$ cat config.mk
export PLATFORM = sky130hd
export DESIGN_NAME = slave_port_driver
export DESIGN_NICKNAME = d
export VERILOG_FILES = /design/src/rtl/slave_port_driver.sv
export SDC_FILE = /design/constraint.sdc
export NUM_CORES = 1
export LEC_CHECK = 0
export ABC_AREA = 1
export CAP_MARGIN = 10
export CORE_AREA = 2 2 143 145
export DETAILED_ROUTE_END_ITERATION = 6
export DIE_AREA = 0 0 145 147
export MAX_ROUTING_LAYER = met4
export PLACE_DENSITY = 0.75
export SLEW_MARGIN = 40
export SYNTH_ARGS = -nofsm -noshare
export SYNTH_HDL_FRONTEND = slang
export SYNTH_SLANG_ARGS = --single-unit
export TNS_END_PERCENT = 1
$ cat constraint.sdc
create_clock -name clock -period 6.5 [get_ports clock]
set_clock_uncertainty 0.2 [all_clocks]
set_input_delay 1.3 -clock clock [delete_from_list [all_inputs] [get_ports clock]]
set_output_delay 1.3 -clock clock [all_outputs]
set_load 0.05 [all_outputs]
$ cat src/rtl/slave_port_driver.sv
`default_nettype none
// ============================================================================
// Module   : slave_port_driver
// Purpose  : Host-side initiator for the accelerator slave memory port and
//            start/done handshake. Executes one command at a time (byte
//            write, byte read, start-and-wait) and returns one response.
// Revision : 1.0 - initial release
// ============================================================================
module slave_port_driver #(
  parameter int ADDR_W      = 10,
  parameter int DATA_W      = 64,
  parameter int SIZE_W      = 7,
  parameter int MEM_TIMEOUT = 1024,
  parameter int RUN_TIMEOUT = 200000000
) (
  input  logic                  clock,
  input  logic                  reset,
  input  logic                  cmd_valid,
  output logic                  cmd_ready,
  input  logic [1:0]            cmd_op,
  input  logic [ADDR_W-1:0]     cmd_addr,
  input  logic [7:0]            cmd_wdata,
  output logic                  rsp_valid,
  input  logic                  rsp_ready,
  output logic [7:0]            rsp_data,
  output logic [31:0]           rsp_cycles,
  output logic                  rsp_err,
  output logic [1:0]            S_oe_ram,
  output logic [1:0]            S_we_ram,
  output logic [2*ADDR_W-1:0]   S_addr_ram,
  output logic [2*DATA_W-1:0]   S_Wdata_ram,
  output logic [2*SIZE_W-1:0]   S_data_ram_size,
  input  logic [2*DATA_W-1:0]   Sout_Rdata_ram,
  input  logic [1:0]            Sout_DataRdy,
  output logic                  start_port,
  input  logic                  done_port
);

  localparam logic [SIZE_W-1:0] C_BYTE_SIZE = SIZE_W'(8);
  localparam logic [31:0]       C_MEM_LAST  = 32'(MEM_TIMEOUT - 1);
  localparam logic [31:0]       C_RUN_MAX   = 32'(RUN_TIMEOUT);

  typedef enum logic [2:0] {
    S_IDLE  = 3'd0,
    S_MEM   = 3'd1,
    S_RSP   = 3'd2,
    S_START = 3'd3,
    S_RUN   = 3'd4
  } state_t;

  state_t              r_state,      w_state_nxt;
  logic                r_cmd_ready,  w_cmd_ready_nxt;
  logic                r_oe,         w_oe_nxt;
  logic                r_we,         w_we_nxt;
  logic [ADDR_W-1:0]   r_addr,       w_addr_nxt;
  logic [7:0]          r_wdata,      w_wdata_nxt;
  logic [SIZE_W-1:0]   r_size,       w_size_nxt;
  logic                r_start,      w_start_nxt;
  logic [31:0]         r_cnt,        w_cnt_nxt;
  logic                r_rsp_valid,  w_rsp_valid_nxt;
  logic [7:0]          r_rsp_data,   w_rsp_data_nxt;
  logic [31:0]         r_rsp_cycles, w_rsp_cycles_nxt;
  logic                r_rsp_err,    w_rsp_err_nxt;
  logic [31:0]         w_cnt_inc;
  logic                w_unused;

  // Saturating increment so the run counter can never wrap
  assign w_cnt_inc = (r_cnt == 32'hFFFF_FFFF) ? r_cnt : r_cnt + 32'd1;

  // Only channel 0 is used; upper read data and channel-1 ready are ignored
  assign w_unused = ^{Sout_Rdata_ram[2*DATA_W-1:8], Sout_DataRdy[1]};

  // Registered state and outputs; reset drops every output asynchronously
  always_ff @(posedge clock or posedge reset) begin
    if (reset) begin
      r_state      <= S_IDLE;
      r_cmd_ready  <= 1'b0;
      r_oe         <= 1'b0;
      r_we         <= 1'b0;
      r_addr       <= '0;
      r_wdata      <= '0;
      r_size       <= '0;
      r_start      <= 1'b0;
      r_cnt        <= '0;
      r_rsp_valid  <= 1'b0;
      r_rsp_data   <= '0;
      r_rsp_cycles <= '0;
      r_rsp_err    <= 1'b0;
    end else begin
      r_state      <= w_state_nxt;
      r_cmd_ready  <= w_cmd_ready_nxt;
      r_oe         <= w_oe_nxt;
      r_we         <= w_we_nxt;
      r_addr       <= w_addr_nxt;
      r_wdata      <= w_wdata_nxt;
      r_size       <= w_size_nxt;
      r_start      <= w_start_nxt;
      r_cnt        <= w_cnt_nxt;
      r_rsp_valid  <= w_rsp_valid_nxt;
      r_rsp_data   <= w_rsp_data_nxt;
      r_rsp_cycles <= w_rsp_cycles_nxt;
      r_rsp_err    <= w_rsp_err_nxt;
    end
  end

  // Next-state and next-output decode; every register holds unless changed
  always_comb begin
    w_state_nxt      = r_state;
    w_cmd_ready_nxt  = r_cmd_ready;
    w_oe_nxt         = r_oe;
    w_we_nxt         = r_we;
    w_addr_nxt       = r_addr;
    w_wdata_nxt      = r_wdata;
    w_size_nxt       = r_size;
    w_start_nxt      = r_start;
    w_cnt_nxt        = r_cnt;
    w_rsp_valid_nxt  = r_rsp_valid;
    w_rsp_data_nxt   = r_rsp_data;
    w_rsp_cycles_nxt = r_rsp_cycles;
    w_rsp_err_nxt    = r_rsp_err;

    case (r_state)
      S_IDLE: begin
        w_cmd_ready_nxt = 1'b1;
        if (r_cmd_ready && cmd_valid) begin
          w_cmd_ready_nxt = 1'b0;
          w_cnt_nxt       = '0;
          case (cmd_op)
            2'b00: begin
              w_state_nxt = S_MEM;
              w_we_nxt    = 1'b1;
              w_addr_nxt  = cmd_addr;
              w_wdata_nxt = cmd_wdata;
              w_size_nxt  = C_BYTE_SIZE;
            end
            2'b01: begin
              w_state_nxt = S_MEM;
              w_oe_nxt    = 1'b1;
              w_addr_nxt  = cmd_addr;
              w_wdata_nxt = '0;
              w_size_nxt  = C_BYTE_SIZE;
            end
            2'b10: begin
              w_state_nxt = S_START;
              w_start_nxt = 1'b1;
            end
            default: begin
              w_state_nxt      = S_RSP;
              w_rsp_valid_nxt  = 1'b1;
              w_rsp_data_nxt   = '0;
              w_rsp_cycles_nxt = '0;
              w_rsp_err_nxt    = 1'b1;
            end
          endcase
        end
      end

      S_MEM: begin
        if (Sout_DataRdy[0] || (r_cnt == C_MEM_LAST)) begin
          // Completion or timeout: retire the request and report
          w_state_nxt      = S_RSP;
          w_oe_nxt         = 1'b0;
          w_we_nxt         = 1'b0;
          w_addr_nxt       = '0;
          w_wdata_nxt      = '0;
          w_size_nxt       = '0;
          w_rsp_valid_nxt  = 1'b1;
          w_rsp_cycles_nxt = '0;
          w_rsp_err_nxt    = ~Sout_DataRdy[0];
          w_rsp_data_nxt   = (Sout_DataRdy[0] && r_oe) ? Sout_Rdata_ram[7:0] : 8'd0;
        end else begin
          w_cnt_nxt = r_cnt + 32'd1;
        end
      end

      S_START: begin
        // done_port here is left over from a previous run and is ignored
        w_start_nxt = 1'b0;
        w_state_nxt = S_RUN;
      end

      S_RUN: begin
        w_cnt_nxt = w_cnt_inc;
        if (done_port) begin
          w_state_nxt      = S_RSP;
          w_rsp_valid_nxt  = 1'b1;
          w_rsp_data_nxt   = '0;
          w_rsp_cycles_nxt = w_cnt_inc;
          w_rsp_err_nxt    = 1'b0;
        end else if (w_cnt_inc >= C_RUN_MAX) begin
          w_state_nxt      = S_RSP;
          w_rsp_valid_nxt  = 1'b1;
          w_rsp_data_nxt   = '0;
          w_rsp_cycles_nxt = C_RUN_MAX;
          w_rsp_err_nxt    = 1'b1;
        end
      end

      S_RSP: begin
        if (rsp_ready) begin
          w_state_nxt      = S_IDLE;
          w_cmd_ready_nxt  = 1'b1;
          w_rsp_valid_nxt  = 1'b0;
          w_rsp_data_nxt   = '0;
          w_rsp_cycles_nxt = '0;
          w_rsp_err_nxt    = 1'b0;
        end
      end

      default: begin
        w_state_nxt = S_IDLE;
      end
    endcase
  end

  assign cmd_ready       = r_cmd_ready;
  assign rsp_valid       = r_rsp_valid;
  assign rsp_data        = r_rsp_data;
  assign rsp_cycles      = r_rsp_cycles;
  assign rsp_err         = r_rsp_err;
  assign start_port      = r_start;
  assign S_oe_ram        = {1'b0, r_oe};
  assign S_we_ram        = {1'b0, r_we};
  assign S_addr_ram      = {{ADDR_W{1'b0}}, r_addr};
  assign S_Wdata_ram     = {{(2*DATA_W-8){1'b0}}, r_wdata};
  assign S_data_ram_size = {{SIZE_W{1'b0}}, r_size};

endmodule
`default_nettype wire

Word-level counts from Yosys, hierarchy flattened --
Cells that the tools add are included.
Operators by class: bitwise logic cells 1, multiplexer cells 61, $add $sub $neg 1, equal/unequal tests 19, reduce and logical (&&, ||, !) cells 21, magnitude comparators 1
Operators with widths (count):
- $mux W32 | 9
- $pmux W32 S4 | 1
- $pmux W32 S3 | 1
- $mux W8 | 9
- $add A32 B1 Y32 const B | 1
- $eq A32 B10 Y1 const B | 1
- $eq A32 B32 Y1 const B | 1
- $ge A32 B28 Y1 const B | 1
- $pmux W8 S2 | 2
- $pmux W8 S4 | 1
- $mux W10 | 3
- $mux W7 | 3
- $pmux W10 S2 | 1
- $reduce_and A4 Y1 | 5
- $mux W1 | 17
- $mux W3 | 5
- $pmux W3 S5 | 1
- $pmux W7 S2 | 1
- $ne A2 B2 Y1 const B | 6
- $pmux W1 S2 | 4
- $pmux W1 S4 | 2
- $eq A3 B2 Y1 const B | 2
- $ne A2 B1 Y1 const B | 3
- $reduce_and A3 Y1 | 2
- 19 further kinds | 22
Word-level totals: register bits after elaboration 106, logic and storage cells 117, input port bits 155, output and inout bits 210

Depth between registers and ports, before layout --
Gate-level depths: netlist of the first run.
word-level depth 6, gate-level depth with buffers 19, mapped depth without buffers 18

Worst setup path before layout of the first run --
No wires, ideal clock.
kind input to register, start point input port cmd_valid, end point register r_rsp_cycles[20] (netlist: rsp_cycles[20]), stages 8, library setup time 121 ps, setup slack 3849 ps, path buffers 1, arrival 2330 ps, data required time 6179 ps, cells stage by stage nand2_1 -> nand2_1 -> nand2_1 -> nor2_2 -> nand3_4 -> buf_12 -> nand2_4 -> nand2_2
Between the ends: word-level cells in the longest chain between the ends 3
Ends and longest elaborated chain:
- from (decl) | RTL line 18 | input logic cmd_valid,
- $logic_and A1 B1 Y1 | RTL line 125 | if (r_cmd_ready && cmd_valid) begin
- $ne A2 B2 Y1 (no line)
- $reduce_and A6 Y1 (no line)
- to (signal assigned) | RTL line 101 | r_rsp_cycles <= w_rsp_cycles_nxt;
- to (decl) | RTL line 62 | logic [31:0] r_rsp_cycles, w_rsp_cycles_nxt;
Every way passes these cells. A chain may end at the register's enable or synchronous reset.

Final worst setup path of the first run --
start point register r_state[2], end point register r_rsp_cycles[16] (netlist: rsp_cycles[16])
Between the ends: word-level cells in the longest chain between the ends 3, elaborated cells on any way between the ends 12, those cells by class eq/ne: 8; mux: 1; reduce/logical: 3
Ends and longest elaborated chain:
- from (decl) | RTL line 51 | state_t r_state, w_state_nxt;
- from (signal assigned) | RTL line 90 | r_state <= w_state_nxt;
- $eq A3 B3 Y1 (tied with other cells) | RTL line 122 | case (r_state)
- $ne A3 B3 Y1 (no line) (tied with other cells)
- $reduce_and A6 Y1 (no line)
Several ways; a longest one is shown, not always the timed one.

==> results of run 1 <==
==> how the worst max path moves through the flow <==
stage | startpoint | endpoint | slack [ns] | depth (start not counted)
finish | r_state[2] | rsp_cycles[16] | 2.45 | 11
global route | r_state[2] | rsp_cycles[16] | 2.12 | 11
CTS | r_state[2] | rsp_cycles[16] | 2.24 | 11
detailed placement | Sout_DataRdy[0] | rsp_cycles[16] | 1.95 | 9
global placement | r_state[2] | rsp_cycles[0] | 1.81 | 11
floorplan | reset | cmd_ready | 2.38 | 1
==> cells by family after synthesis <==
logic type	Yosys count	synth area share, %
simple gates	499	34.69
buf+inv	241	21.01
other cells	1	0.05116
flops	100	34.14
xor+xnor	14	1.673
fa+ha+maj	1	0.1707
compound gates	115	8.262
==> layer usage <==
layer | vias to the layer above | share of wire [%] | GRT usage, %
met5 | - | 0 | -
met4 | 0 | 4.3 | 8.020
met3 | 49 | 6.4 | 2.826
met2 | 289 | 47 | 26.67
met1 | 2802 | 42 | 19.50
li1 | 2955 | - | -
==> report_power, final <==
part | total [mW] | internal [mW] | switching [mW] | leakage (nW)
registers | 0.925 | 0.784 | 0.141 | 1.34
clock network | 0.548 | 0.308 | 0.240 | 0.145
logic | 1.90 | 0.490 | 1.41 | 2.58
==> sequential cells by signal, summed over array words and instances, names as in the netlist, 3 cells and up <==
signal      count
r_addr         10
rsp_data        8
r_cnt          32
r_wdata         8
rsp_cycles     32
r_state         3
==> critical path, delay by kind of cell (launching register included) <==
kind / cells / cell delay (ns)
flip-flops: 1 / 0.45
buffers and inverters: 3 / 1.29
AND/OR/NAND/NOR: 8 / 1.99
==> per-stage QoR <==
| step | power, mW | util [%] | area (um^2) | std cells | hold slack, ns |
|---|---|---|---|---|---|
| after global placement | 2.800 | 39.93 | 7924 | 1309 | 0.2568 |
| after global routing | 3.574 | 41.50 | 8235 | 1324 | 0.3204 |
| after detailed placement | 2.836 | 39.95 | 7928 | 1309 | 0.2656 |
| after CTS | 3.387 | 41.46 | 8227 | 1324 | 0.2806 |
| final | 3.376 | 41.50 | 8235 | 1324 | 0.2777 |
| after floorplan | 2.516 | - | 7870 | 1115 | 0.2542 |
==> layout by cell type (no fill, tap or decap), drive strengths merged <==
master         instances
o32a                   1
ha                     1
xor2                  12
a21oi                 25
clkdlybuf4s50         98
nor2                  93
buf                    5
conb                 145
nand4                 23
and2                   1
xnor2                  2
nor3                   4
a31oi                  1
o31ai                  1
nor4                   3
a211oi                 1
o21bai                 2
o21ai                 79
nand2                323
clkinv                 6
dfrtp                100
o22ai                  1
clkbuf                10
a22oi                  2
clkinvlp               1
bufinv                 1
inv                   59
o211ai                 1
or2                    1
a311o                  1
nand3                 51
==> area by class of cell <==
cell class                      count  share of cell area [%]
Tap cell                          270                   4.102
Multi-Input combinational cell    774                   46.57
Timing Repair Buffer              103                   12.41
Sequential cell                   100                   30.39
Clock buffer                       10                   2.902
Clock inverter                      5                  0.7293
Inverter                           62                   2.902
==> flow_summary_export.csv, run 1 <==
group,metric,value,unit
outcome,outcome,"finished, final reports clean",
hold_path,holdPathEnd,"rsp_data[7]",
yosys,synth-edff-count,0,
global_routing,antenna_found_initial,0,
global_routing,grt_pass1_vias,5491,
clock_network,post_cts_resized,0,
clock_network,cts_tree,"yes",
clock_network,clockBufferDepth,2,
placed_design,port_buffers,98,
cells_and_area,antenna_cells,0,
timing,hold_viol,0,
power,pwr_density_cell,410.0,nW/um^2
global_routing,grt_usage,16.29,%
detailed_routing,num_vias,6095,
critical_path,r2r_start,"r_state[2]",
timing,min_period,4.048,ns
power,vdd_drop_max,0.0002955,V
timing,final.setup.worst_slack,2.452,ns
timing,setup_viol,0,
global_routing,grt_pass1_wl,27440,um
yosys,synth_ff_type,"dfrtp_1",
clock_network,cts_buffers,9,
yosys,synth_most_common_cell,"nand2_1",
detailed_routing,drtAntennaViolNets,0,
critical_path,rrSetupSlack,2.45,ns
detailed_routing,first_iter_violations,402,
cells_and_area,regArea,2502,um^2
critical_path,required,6.59,ns
clock_network,clock_latency,0.35,ns
yosys,yosys_warnings,0,
yosys,async_flop_share,100.0,%
hold_path,hold_path_class,"flip-flop to flip-flop",
placed_design,hpwl,12930,um
timing,period_share,62.27,%
detailed_routing,wl_per_cell,12.89,um
yosys,ys_types,41,
yosys,syn-mean-instance-area,7.548,um^2
clock_network,clkTransAtPathRegs,0.07,ns
detailed_routing,first_pass_iters,6,
critical_path,max_stage_delay,0.55,ns
hold_path,worst_hold_startpoint,"rsp_data[7]",
floorplan,start_util,36.94,%
critical_path,path_max_fanout,35,
global_routing,grt_max_degree,65,
yosys,synth_cells,971,
clock_network,clockRootBuffer,"clkbuf_16",
floorplan,num_rows,52,
timing,finalMaxSlewViolations,0,
cells_and_area,fillers,2032,
floorplan,dieWidth,145,um
timing,rsz0062_at_grt,"no",
yosys,yosysSeqAreaShare,34.14,%
timing,tightest_slew,0.7735,ns
clock_network,cts.sinks,100,
yosys,synth_area_leader_cell,"dfrtp_1",
critical_path,end_kind,"flip-flop",
critical_path,r2r_end,"rsp_cycles[16]",
hold_path,whs_path_depth,2,
critical_path,worst-r2r-cell-count,11,
floorplan,num_io_pins,365,
timing,setup_tns,0,ns
critical_path,arrival,4.13,ns
critical_path,worstSetupStartpointType,"flip-flop",
floorplan,die_y,147,um
detailed_routing,drc,0,
detailed_routing,detail_route.wirelength,17060,um
global_routing,grt.overflow.total,0,
detailed_routing,vias_per_cell,4.603,
placed_design,post-place-ws,1.954,ns
clock_network,hold_buffers,0,
cells_and_area,areaGrowthSynthToFinish,12.36,%
floorplan,coreArea,19840,um^2
yosys,synth_common_cells,"nand2_1 (239), buf_4 (147), dfrtp_1 (100)",
clock_network,cts_setup_buffers,0,
cells_and_area,layout-drive-gt1-share,12.52,%
yosys,synth_top_area_share,34.14,%
power,leakage,4.061,nW
floorplan,die_area,21320,um^2
critical_path,path_cells,"nor3_2 -> buf_4 -> clkinv_2 -> nor2_1 -> nand2_1 -> nand2_1 -> nor2_2 -> nand3_4 -> buf_6 -> nand2_4 -> nand2_2",
cells_and_area,multi_input_area,3835,um^2
yosys,synth-seq-cells,100,
yosys,synth_area,7330,um^2
critical_path,crit_type,"flip-flop to flip-flop",
critical_path,crit_top_cell,"nand2_1",
clock_network,cts-htree-levels,3,
cells_and_area,nets,1206,
yosys,synth.top_cells.by_area,"dfrtp_1 (34%), buf_4 (15%), nand2_1 (12%)",
timing,relSlewSlack,48.27,%
critical_path,critPathSlowestCell,"buf_6",
placed_design,place_congestion,0.9321,
job,drv_cap,0,
timing,clock.fmax,247.0,MHz
(Power assumes the default switching activity.)
==> run 2, diff against run 1 <==
--- a/config.mk
+++ b/config.mk
@@ -7,11 +7,11 @@
 export LEC_CHECK = 0
 export ABC_AREA = 1
 export CAP_MARGIN = 10
-export CORE_AREA = 2 2 143 145
+export CORE_MARGIN = 2
+export CORE_UTILIZATION = 37
 export DETAILED_ROUTE_END_ITERATION = 6
-export DIE_AREA = 0 0 145 147
 export MAX_ROUTING_LAYER = met4
-export PLACE_DENSITY = 0.75
+export PLACE_DENSITY = 0.78
 export SLEW_MARGIN = 40
 export SYNTH_ARGS = -nofsm -noshare
 export SYNTH_HDL_FRONTEND = slang
==> constraint.sdc (replaced) <==
create_clock -name clock -period 3.3 [get_ports clock]
set_clock_uncertainty 0.2 [all_clocks]
set_input_delay 0.66 -clock clock [delete_from_list [all_inputs] [get_ports clock]]
set_output_delay 0.66 -clock clock [all_outputs]
set_load 0.05 [all_outputs]
==> run 2 against run 1 <==
First-iteration DRC count grew 40%. Die area shrank 1.7%. Flip-flop and latch count stayed put. Fmax up 31%. Non-clock buffer count grew 15. Via count up 0.64%. Critical path depth increased by 6. Critical endpoint is now rsp_cycles[19]. Highest routed layer unchanged.
==> flow_summary_export.csv, run 2 (synthesis results as in run 1) <==
group,metric,value,unit
clock_network,clock_latency,0.34,ns
critical_path,rrSetupSlack,0.22,ns
hold_path,holdPathEnd,"rsp_data[7]",
detailed_routing,first_iter_violations,564,
clock_network,cts-htree-levels,3,
timing,setup_tns,0,ns
detailed_routing,vias_per_cell,4.598,
placed_design,port_buffers,98,
global_routing,grt_pass1_vias,5566,
global_routing,grt_busiest_layer,"met2",
critical_path,crit_type,"flip-flop to flip-flop",
critical_path,worstSetupStartpointType,"flip-flop",
timing,period_share,93.43,%
critical_path,worst-r2r-cell-count,17,
hold_path,whs_path_depth,2,
timing,finalMaxSlewViolations,0,
timing,final.setup.worst_slack,0.2170,ns
floorplan,start_util,37.66,%
timing,clock.fmax,324.4,MHz
clock_network,clkTransAtPathRegs,0.07,ns
cells_and_area,mostFrequentLayoutCells,"nand2_1 (239), conb_1 (145), dfrtp_1 (99), clkdlybuf4s50_1 (98), o21ai_0 (79)",
critical_path,critPathSlowestCell,"dfrtp_1",
global_routing,met2_usage,27.46,%
timing,relSlewSlack,53.93,%
global_routing,grt.overflow.total,0,
critical_path,crit_top_cell,"nand2_4",
outcome,outcome,"finished, final reports clean",
job,drv_cap,0,
timing,min_period,3.083,ns
clock_network,cts.sinks,100,
detailed_routing,wl_per_cell,13.53,um
floorplan,dieWidth,144.7,um
clock_network,cts_tree,"yes",
critical_path,r2r_end,"rsp_cycles[19]",
timing,hold_viol,0,
detailed_routing,drc,0,
floorplan,die_area,20950,um^2
hold_path,worst_hold_startpoint,"rsp_data[7]",
timing,setup_viol,0,
detailed_routing,first_pass_iters,5,
global_routing,grt_pass1_wl,28150,um
critical_path,r2r_start,"r_cnt[1]",
global_routing,grt_usage,17.32,%
detailed_routing,drtAntennaViolNets,0,
global_routing,grt_max_degree,49,
floorplan,die_y,144.7,um
cells_and_area,nets,1221,
cells_and_area,layout-drive-gt1-share,13.47,%
clock_network,cts_buffers,9,
timing,tightest_slew,0.6895,ns
global_routing,grt_use_met1,22.27,%
critical_path,arrival,3.12,ns
timing,rsz0062_at_grt,"no",
global_routing,antenna_found_initial,0,
clock_network,clockBufferDepth,2,
cells_and_area,areaGrowthSynthToFinish,14.95,%
detailed_routing,num_vias,6134,
cells_and_area,layout.cells.most_common,"nand2_1",
placed_design,hpwl,13620,um
critical_path,max_stage_delay,0.43,ns
critical_path,path_cells,"ha_1 -> inv_2 -> nor2_4 -> nand2_4 -> nor2_4 -> nand2_4 -> nand2_1 -> nand2_1 -> nor2_1 -> nand2_1 -> nor2_2 -> nand3_2 -> nand2_4 -> nand3_4 -> clkbuf_16 -> nand2_4 -> nand2_2",
power,vdd_drop_max,0.0005706,V
clock_network,clockRootBuffer,"clkbuf_16",
detailed_routing,detail_route.wirelength,18050,um
critical_path,end_kind,"flip-flop",
hold_path,hold_path_class,"flip-flop to flip-flop",
floorplan,coreArea,19460,um^2
placed_design,post-place-ws,0.1876,ns
critical_path,path_max_fanout,21,
placed_design,place_congestion,0.9619,
floorplan,num_rows,51,
critical_path,required,3.33,ns
global_routing,grt_use_met3,2.698,%
power,pwr_density_cell,830.0,nW/um^2
cells_and_area,antenna_cells,0,
floorplan,num_io_pins,365,
power,leakage,4.157,nW
==> run 2: cell types whose count changed in the layout (fill, tap and decap cells not counted), sizes merged <==
cell	change
clkbuf	+1
bufinv	+1
clkinvlp	+2
buf	+14
inv	-1
clkinv	-2
==> run 2: area by class of cell <==
cell class              instances  area (um^2)
inverters                      62        236.5
fillers                      1941        11040
repair buffers                118         1206
flip-flops and latches        100         2504
clock buffers                  10        229.0
well taps                     265        331.6
multi-input cells             774         3832
clock inverters                 5        86.33
==> run 2: timing repair <==
item	4_1_cts	5_1_grt
buffers inserted	0	0
setup endpoints to repair	0	42
resized for setup	0	2
hold buffers	0	0
==> run 2: routing by layer <==
| metal | vias to the layer above | share of wire (%) |
|---|---|---|
| met2 | 277 | 48 |
| li1 | 2981 | - |
| met1 | 2835 | 42 |
| met4 | 0 | 2.8 |
| met3 | 41 | 7.2 |
| met5 | - | 0 |
==> run 2: where the power goes <==
| part | switching (mW) | total [mW] | internal, mW | leakage [nW] |
|---|---|---|---|---|
| registers | 0.296 | 1.84 | 1.55 | 1.34 |
| logic | 2.85 | 4.00 | 1.15 | 2.67 |
| clock network | 0.485 | 1.15 | 0.667 | 0.147 |
==> run 2: worst max-delay path: cells and delay by family, from the launching register on <==
family / cells / cell delay, ns
simple gates: 14 / 1.70
fa+ha+maj: 1 / 0.28
buf+inv: 2 / 0.36
flops: 1 / 0.43
==> run 2: worst max-delay path by stage <==
stage / start / end / slack [ns] / cells after the start
4_1_cts: r_cnt[0] / rsp_data[7] / 0.16 / 15
6_report: r_cnt[1] / rsp_cycles[19] / 0.22 / 17
3_3_place_gp: r_cnt[0] / rsp_valid / 0.21 / 15
5_1_grt: r_cnt[1] / rsp_cycles[26] / 0.03 / 17
2_1_floorplan: r_cnt[0] / rsp_cycles[20] / 0.66 / 18
3_5_place_dp: r_cnt[0] / rsp_valid / 0.19 / 15
==> run 2: metrics by stage <==
stage / hold slack (ns) / std cells / util, % / area (um^2) / total power [mW]
floorplan: 0.2542 / 1115 / - / 7874 / 4.956
global placement: 0.2544 / 1318 / 41.49 / 8074 / 5.693
detailed placement: 0.2648 / 1318 / 41.50 / 8077 / 5.761
CTS: 0.2809 / 1333 / 43.12 / 8392 / 6.922
global route: 0.2925 / 1334 / 43.29 / 8426 / 7.380
finish: 0.2804 / 1334 / 43.29 / 8426 / 6.993
==> run 3, diff against run 2 <==
--- a/config.mk
+++ b/config.mk
@@ -11,7 +11,7 @@
 export CORE_UTILIZATION = 37
 export DETAILED_ROUTE_END_ITERATION = 6
 export MAX_ROUTING_LAYER = met4
-export PLACE_DENSITY = 0.78
+export PLACE_DENSITY = 0.9
 export SLEW_MARGIN = 40
 export SYNTH_ARGS = -nofsm -noshare
 export SYNTH_HDL_FRONTEND = slang
==> run 3 against run 2 <==
Clock power rose by 7%. Cell count fell by 0.22%. Fmax rose by 0.87%. Critical endpoint is now rsp_data[7]. First-iteration DRC count rose by 12%. Critical path type unchanged. Design area fell by 0.61%.
==> flow_summary_export.csv, run 3 (synthesis results as in run 1) <==
group,metric,value,unit
outcome,outcome,"finished, final reports clean",
power,internal_power,3.359,mW
power,p_total,6.975,mW
cells_and_area,fillers,1899,
timing,relSlewSlack,59.45,%
cells_and_area,mostFrequentLayoutCells,"nand2_1 (239), conb_1 (145), dfrtp_1 (99), clkdlybuf4s50_1 (98), o21ai_0 (79)",
clock_network,cts_buffers,9,
detailed_routing,drc,0,
timing,finalMaxSlewViolations,0,
clock_network,clock_latency,0.35,ns
detailed_routing,drtAntennaViolNets,0,
power,sw_frac_of_total,51.84,%
detailed_routing,first_iter_violations,633,
timing,setup_viol,0,
global_routing,grt.overflow.total,0,
timing,min_period,3.056,ns
floorplan,start_util,37.66,%
job,drv_cap,0,
cells_and_area,layout-drive-gt1-share,13.32,%
placed_design,hpwl,13460,um
cells_and_area,postLayoutCoreUtil,43.03,%
critical_path,required,3.33,ns
clock_network,cts_tree,"yes",
critical_path,max_stage_delay,0.42,ns
global_routing,grt_pass1_wl,28210,um
placed_design,place_congestion,0.9793,
hold_path,hold_path_class,"flip-flop to flip-flop",
floorplan,die_area,20950,um^2
clock_network,cts_setup_buffers,0,
power,leakage,4.140,nW
power,switchingPower,3.616,mW
clock_network,cts-htree-levels,3,
global_routing,antenna_found_initial,0,
critical_path,critPathSlowestCell,"dfrtp_1",
timing,tightest_slew,0.6077,ns
timing,period_share,92.62,%
power,combPwrFrac,56.0,%
clock_network,clockRootBuffer,"clkbuf_16",
placed_design,dpl-instance-area,8029,um^2
clock_network,clockBufferDepth,2,
clock_network,cts.sinks,100,
power,power_frac_seq,26.3,%
global_routing,grt_max_degree,101,
cells_and_area,areaGrowthSynthToFinish,14.25,%
timing,rsz0062_at_grt,"no",
timing,hold_viol,0,
detailed_routing,num_vias,6212,
timing,setup_tns,0,ns
critical_path,path_max_fanout,36,
floorplan,die_y,144.7,um
placed_design,dp_cells,1315,
floorplan,num_rows,51,
power,pwr_density_cell,832.9,nW/um^2
power,vdd_drop_max,0.0006167,V
floorplan,num_io_pins,365,
critical_path,crit_top_cell,"nor2_2",
detailed_routing,first_pass_iters,6,
cells_and_area,nets,1217,
placed_design,port_buffers,98,
critical_path,path_cells,"ha_1 -> inv_2 -> nor2_4 -> nand2_4 -> nor2_4 -> nand4_4 -> inv_2 -> nor2_2 -> nor2_2 -> inv_1 -> nor2_2 -> nand3_2 -> nand2_4 -> nand3_4 -> buf_12 -> nand2_1 -> nand2_1",
critical_path,crit_type,"flip-flop to flip-flop",
global_routing,grt_usage,17.10,%
cells_and_area,layout.cells.most_common,"nand2_1",
critical_path,arrival,3.09,ns
cells_and_area,fin_cells,1331,
power,p_clk_share,17.6,%
global_routing,grt_pass1_vias,5603,
timing,clock.fmax,327.2,MHz
detailed_routing,vias_per_cell,4.667,
detailed_routing,detail_route.wirelength,17830,um
floorplan,dieWidth,144.7,um
clock_network,clkTransAtPathRegs,0.07,ns
cells_and_area,antenna_cells,0,
critical_path,worstSetupStartpointType,"flip-flop",
detailed_routing,wl_per_cell,13.40,um
critical_path,end_kind,"flip-flop",
cells_and_area,postLayoutCellArea,8374,um^2
floorplan,coreArea,19460,um^2
-- run 3: power groups by stage --
stage	combinational [mW]	clock [mW]	sequential, mW
floorplan	2.37	0	2.58
detailed placement	3.90	0	1.85
global placement	3.80	0	1.83
CTS	3.90	1.25	1.83
finish	3.91	1.23	1.84
global route	4.19	1.29	1.87
-- run 3: cell type report --
class | count | area (um^2) | share of cell area (%)
Tap cell | 265 | 331.6 | 3.959
Sequential cell | 100 | 2504 | 29.90
Clock buffer | 12 | 266.5 | 3.182
Timing Repair Buffer | 114 | 1126 | 13.45
Inverter | 62 | 236.5 | 2.824
Multi-Input combinational cell | 774 | 3832 | 45.76
Clock inverter | 4 | 77.57 | 0.9263
-- run 3: repair_timing --
action	in CTS	in global routing
gates resized for setup	0	1
hold buffers	0	0
setup endpoints to repair	0	6
endpoints found under the hold margin	0	0
-- run 3: critical path, delay by kind of cell, from the launching register on --
kind | cells | cell delay (ns)
adder cells (fa/ha/maj) | 1 | 0.25
buffers and inverters | 4 | 0.62
flip-flops | 1 | 0.42
AND/OR/NAND/NOR | 12 | 1.43
-- run 3: worst paths after layout --
path | from | to | slack [ns] | depth (start not counted)
setup / recovery | r_cnt[1] | rsp_data[7] | 0.24 | 17
hold / removal | rsp_valid | rsp_valid | 0.29 | 2
setup reg to reg | r_cnt[1] | rsp_data[7] | 0.24 | 17
hold reg to reg | rsp_valid | rsp_valid | 0.29 | 2
max in group asynchronous | reset | r_cnt[0] | 1.87 | 3
min in group asynchronous | reset | rsp_data[5] | 0.62 | 3
-- run 3: layer usage --
metal,share of wire [%],global-route usage [%]
met5,0,-
met4,3.9,7.767
met3,7.5,2.073
met2,49,27.61
met1,39,21.52
-- run 3: metrics by stage --
stage,hold WS (ns),setup slack (ns)
6_report,0.2888,0.2436
5_1_grt,0.3214,0.01070
4_1_cts,0.2905,0.2243
3_5_place_dp,0.2723,0.2439
3_3_place_gp,0.2585,0.2942
2_1_floorplan,0.2542,0.6596
==> RTL edit 1: new RTL, settings of run 3 <==
Register the output `rsp_err` once more, with the module's reset; this adds one clock of latency there. The other outputs are not delayed to match.
--- a/src/rtl/slave_port_driver.sv
+++ b/src/rtl/slave_port_driver.sv
@@ -217,7 +217,13 @@
   assign rsp_valid       = r_rsp_valid;
   assign rsp_data        = r_rsp_data;
   assign rsp_cycles      = r_rsp_cycles;
-  assign rsp_err         = r_rsp_err;
+  always_ff @(posedge clock or posedge reset) begin
+    if (reset) begin
+      rsp_err <= '0;
+    end else begin
+      rsp_err <= r_rsp_err;
+    end
+  end
   assign start_port      = r_start;
   assign S_oe_ram        = {1'b0, r_oe};
   assign S_we_ram        = {1'b0, r_we};
Check against the original RTL: not equivalent (a bounded check fails within 4 cycles, from zero or initial values and one cycle with reset high).
==> RTL edit 1 against run 3 <==
- hold slack lost 0.079 ns
- worst setup slack gained 0.019 ns
- final area shrank 6.9%
- power shrank 8.7%
- synthesized area shrank 7.9%
- sequential power shrank 3%
- wire length shrank 1.6%
- sequential cell count grew 1
- critical path type unchanged
- critical endpoint is now rsp_cycles[30]$_DFFE_PP0P_
==> RTL edit 1: results <==
group,metric,value,unit
worst_setup_path,r2r-start,"r_cnt[0]$_DFFE_PP0P_",
synth,yosysSeqAreaShare,37.44,%
placement,place_ws,0.2834,ns
clock_tree,path_clk_slew,0.07,ns
routing,wl_per_cell,13.73,um
clock_tree,clockRootBuffer,"clkbuf_16",
global_route,grt_pass1_vias,5467,
global_route,grt_pass1_wl,28120,um
final_layout,fin_nets,1200,
placement,dpl_cell_area,0.007478,mm2
routing,drt-initial-drc-count,583,
clock_tree,cts_buffer_depth,2,
placement,globalplace.congestion,1.014,
clock_tree,cts_made_buffers,9,
pwr,power.internal,3088,uW
global_route,grt_max_degree,49,
placement,io_buffers,98,
clock_tree,htreeDepth,3,
global_route,antenna_found_initial,0,
sta,finalHoldViolations,0,
routing,firstDrtPassIters,5,
worst_setup_path,crit_start,"r_cnt[0]$_DFFE_PP0P_",
worst_setup_path,cp.arrival,3.09,ns
min_path,hold_path_class,"reg -> reg",
clock_tree,clock_latency,0.36,ns
status,status,"completed",
worst_setup_path,crit_fanout,29,
final_layout,drive_gt1_share,5.148,%
pwr,p_leak,0.003834,uW
synth,ys_top_cells_by_area,"dfrtp_1 37%, nand2_1 17%, buf_4 16%",
synth,yosys-top-cells-count,"307 x nand2_1, 147 x buf_4, 101 x dfrtp_1",
final_layout,n_fill_cell,1759,
global_route,track_usage,18.19,%
final_layout,antennaDiodeCount,0,
pwr,irDropWorstVdd,0.6114,mV
sta,relSlewSlack,55.06,%
synth,synth.distinct_cells,37,
synth,ys_warn_count,0,
routing,num_vias,6104,
placement,place.detailed.hpwl,12950,um
synth,async_flop_share,100.0,%
min_path,min_from,"r_rsp_err$_DFFE_PP0P_",
clock_tree,post_cts_buffers,0,
RTL edit 1: final cells by class:
| type | instances | area [um2] | share of cell area, % |
|---|---|---|---|
| flip-flops and latches | 101 | 2527 | 32.42 |
| repair buffers | 116 | 1129 | 14.48 |
| well taps | 229 | 286.5 | 3.676 |
| multi-input cells | 761 | 3334 | 42.78 |
| inverters | 55 | 210.2 | 2.697 |
| clock inverters | 6 | 68.82 | 0.8828 |
| clock buffers | 10 | 239.0 | 3.066 |
RTL edit 1: logic make-up (layout without fill, tap and decap cells):
kind of cell / after synthesis / count (layout) / synth area share, %
AND/OR/NAND/NOR: 484 / 484 / 30.07
buffers and inverters: 232 / 187 / 21.30
AO/OA/AOI/OAI: 115 / 115 / 8.879
flip-flops: 101 / 101 / 37.44
XOR/XNOR: 16 / 16 / 2.076
adder cells (fa/ha/maj): 1 / 1 / 0.1853
other: 1 / 145 / 0.05555
RTL edit 1: path summary, 6_finish.rpt:
kind	endpoint	slack, ns	cells past startpoint
setup / recovery	rsp_cycles[30]$_DFFE_PP0P_	0.26	17
hold / removal	rsp_err$_DFF_PP0_	0.21	0
setup reg to reg	rsp_cycles[30]$_DFFE_PP0P_	0.26	17
hold reg to reg	rsp_err$_DFF_PP0_	0.21	0
max in group asynchronous	r_size[3]$_DFFE_PP0P_	1.61	3
min in group asynchronous	rsp_data[1]$_DFFE_PP0P_	0.54	2
RTL edit 1: per-layer routing:
layer / track usage, % / part of all wire, %
met1: 24.31 / 44
met2: 28.10 / 47
met3: 3.315 / 7.5
met4: 5.848 / 1.9
met5: - / 0
RTL edit 1: stage by stage:
stage / hold slack (ns) / cells
2_1_floorplan: 0.1540 / 1094
3_3_place_gp: 0.1623 / 1262
3_5_place_dp: 0.1907 / 1262
4_1_cts: 0.2073 / 1278
5_1_grt: 0.2230 / 1278
6_report: 0.2095 / 1278
RTL edit 1: worst max-delay path, cell delays in order, from the launching register on:
cell and delay [ns]:
dfrtp_1 0.45, ha_1 0.29, inv_1 0.08, nor2_1 0.13, nand2_2 0.12, nor2_4 0.24, nand2_8 0.18, nand3_1 0.17
nand2_1 0.07, nor2_1 0.15, nand3_1 0.09, nor2_1 0.09, nand2_1 0.08, nand2_4 0.08, nand3_2 0.08, buf_4 0.24
nand2_1 0.10, nand2_1 0.05
RTL edit 1: what timing repair did:
item | in CTS | in global routing
gates resized for setup | 0 | 1
hold endpoints to repair | 0 | 0
setup endpoints to repair | 0 | 26
RTL edit 1: power by group through the flow:
stage                     clock, uW  sequential [uW]  combinational, uW
after floorplan                   0             2480               1860
after global placement            0             1790               3350
after detailed placement          0             1800               3410
after CTS                      1130             1780               3430
after global routing           1180             1820               3720
final                          1120             1790               3450
==> RTL edit 2: new RTL, settings of run 3 <==
Made on the original files. `SIZE_W`: 7 -> 14.
--- a/src/rtl/slave_port_driver.sv
+++ b/src/rtl/slave_port_driver.sv
@@ -9,7 +9,7 @@
 module slave_port_driver #(
   parameter int ADDR_W      = 10,
   parameter int DATA_W      = 64,
-  parameter int SIZE_W      = 7,
+  parameter int SIZE_W      = 14,
   parameter int MEM_TIMEOUT = 1024,
   parameter int RUN_TIMEOUT = 200000000
 ) (
Ports: changed (resized S_data_ram_size); port bits go from 365 to 379. The function was not compared with the original's and may differ.
==> RTL edit 2 against run 3 <==
- sequential share of layout area hardly changed
- wire length is 3.0% higher
- sequential cell count stayed put
- die area is 1.4% higher
- global-route usage is 0.13 points higher
- synthesized area is 1.4% higher
- final area is 0.12% higher
- power is 1.1% lower
- worst setup slack worse by 0.070 ns
- via count is 2.0% higher
- count of clock-buffer cells in the layout is 2 lower
- core utilization is 0.23 points lower
- critical path type unchanged
- critical endpoint is now rsp_err$_DFFE_PP0P_
- highest routed layer unchanged
==> RTL edit 2: results <==
group,metric,value,unit
status,status,"completed",
routing,wirelength,18370,um
clock_tree,clockRootBuffer,"clkbuf_16",
synth,yosys-top-cells-count,"239 x nand2_1, 161 x buf_4, 100 x dfrtp_1",
worst_setup_path,crit_start,"r_cnt[1]$_DFFE_PP0P_",
final_layout,clock_area_share,3.298,%
global_route,grt_pass1_wl,29500,um
synth,synth.distinct_cells,41,
worst_setup_path,cp.arrival,3.17,ns
final_layout,antennaDiodeCount,0,
global_route,track_usage,17.23,%
synth,async_flop_share,100.0,%
synth,synthFlopType,"dfrtp_1",
placement,io_buffers,98,
clock_tree,cts_made_buffers,9,
routing,firstDrtPassIters,5,
clock_tree,path_clk_slew,0.08,ns
routing,drt-initial-drc-count,531,
synth,syn_avg_cell_area,7.548,um2
worst_setup_path,slowest_stage,"dfrtp_1",
final_layout,final_cells,1345,
final_layout,fin_nets,1231,
clock_tree,clock_latency,0.35,ns
final_layout,buffers_excl_clock,114,
synth,ys_warn_count,0,
final_layout,multi_input_area_share,46.34,%
pwr,irDropWorstVdd,0.4711,mV
clock_tree,post_cts_buffers,0,
pwr,p_leak,0.004155,uW
global_route,grt_pass1_vias,5739,
routing,vias_per_cell,4.709,
final_layout,regArea,0.002504,mm2
final_layout,drive_gt1_share,13.06,%
global_route,antenna_found_initial,0,
clock_tree,clock-sinks,100,
final_layout,nClkBuffers,10,
worst_setup_path,slowest_delay,0.42,ns
min_path,min_from,"rsp_data[7]$_DFFE_PP0P_",
sta,tightestPinTransition,0.6122,ns
min_path,hold_path_class,"reg -> reg",
final_layout,buf_share,13.73,%
final_layout,n_fill_cell,1957,
final_layout,comb.multi_input.count,788,
final_layout,nonClockInverterCount,62,
placement,place.detailed.hpwl,13930,um
synth,ys_top_cells_by_area,"dfrtp_1 34%, buf_4 16%, nand2_1 12%",
global_route,grt_max_degree,101,
placement,globalplace.congestion,0.9781,
worst_setup_path,crit_fanout,18,
clock_tree,cts_buffer_depth,2,
clock_tree,holdBufCountCts,0,
worst_setup_path,crit_family,"simple AND/OR/NAND/NOR gates",
synth,yosysSeqAreaShare,33.66,%
clock_tree,htreeDepth,3,
## RTL edit 2: power by group
| part | switching, uW | internal, uW |
|---|---|---|
| logic | 2890 | 1140 |
| clock network | 504 | 520 |
| registers | 294 | 1540 |
| total | 3690 | 3200 |
## RTL edit 2: what timing repair did
| item | CTS | global route |
|---|---|---|
| setup endpoints to repair | 0 | 10 |
| gates resized for setup | 0 | 2 |
| endpoints found under the hold margin | 0 | 0 |
## RTL edit 2: final timing paths
path                                           end  slack, ns  cells after the start
max reg2reg                    rsp_err$_DFFE_PP0P_       0.17                     17
min                        rsp_data[7]$_DFFE_PP0P_       0.29                      2
max                            rsp_err$_DFFE_PP0P_       0.17                     17
min reg2reg                rsp_data[7]$_DFFE_PP0P_       0.29                      2
max in group asynchronous     r_cnt[0]$_DFFE_PP0P_       1.83                      3
min in group asynchronous   r_wdata[1]$_DFFE_PP0P_       0.60                      3
## RTL edit 2: kinds of logic after synthesis
family,after synthesis,synth area share [%]
adders and majority gates,1,0.1683
other,1,0.05044
and+or+nand+nor,499,34.20
xor gates and xnor gates,14,1.649
buffers and inverters,255,22.13
DFF,100,33.66
AOI/OAI and AO/OA,115,8.146
## RTL edit 2: metal layers
metal	wire length, um	up-vias	track usage (%)
li1	-	2992	-
met1	7290	2947	21.83
met2	9047	341	27.90
met3	1329	54	1.850
met4	702	0	7.647
met5	0	-	-
## RTL edit 2: per-stage QoR
step                      hold WS [ns]  instance area [um2]  setup slack (ns)
after floorplan                 0.2542                 8031            0.6596
after global placement          0.2563                 8071            0.2811
after detailed placement        0.2710                 8074            0.2435
after CTS                       0.2914                 8351            0.2086
after global routing            0.3156                 8384          0.004508
final                           0.2909                 8384            0.1739
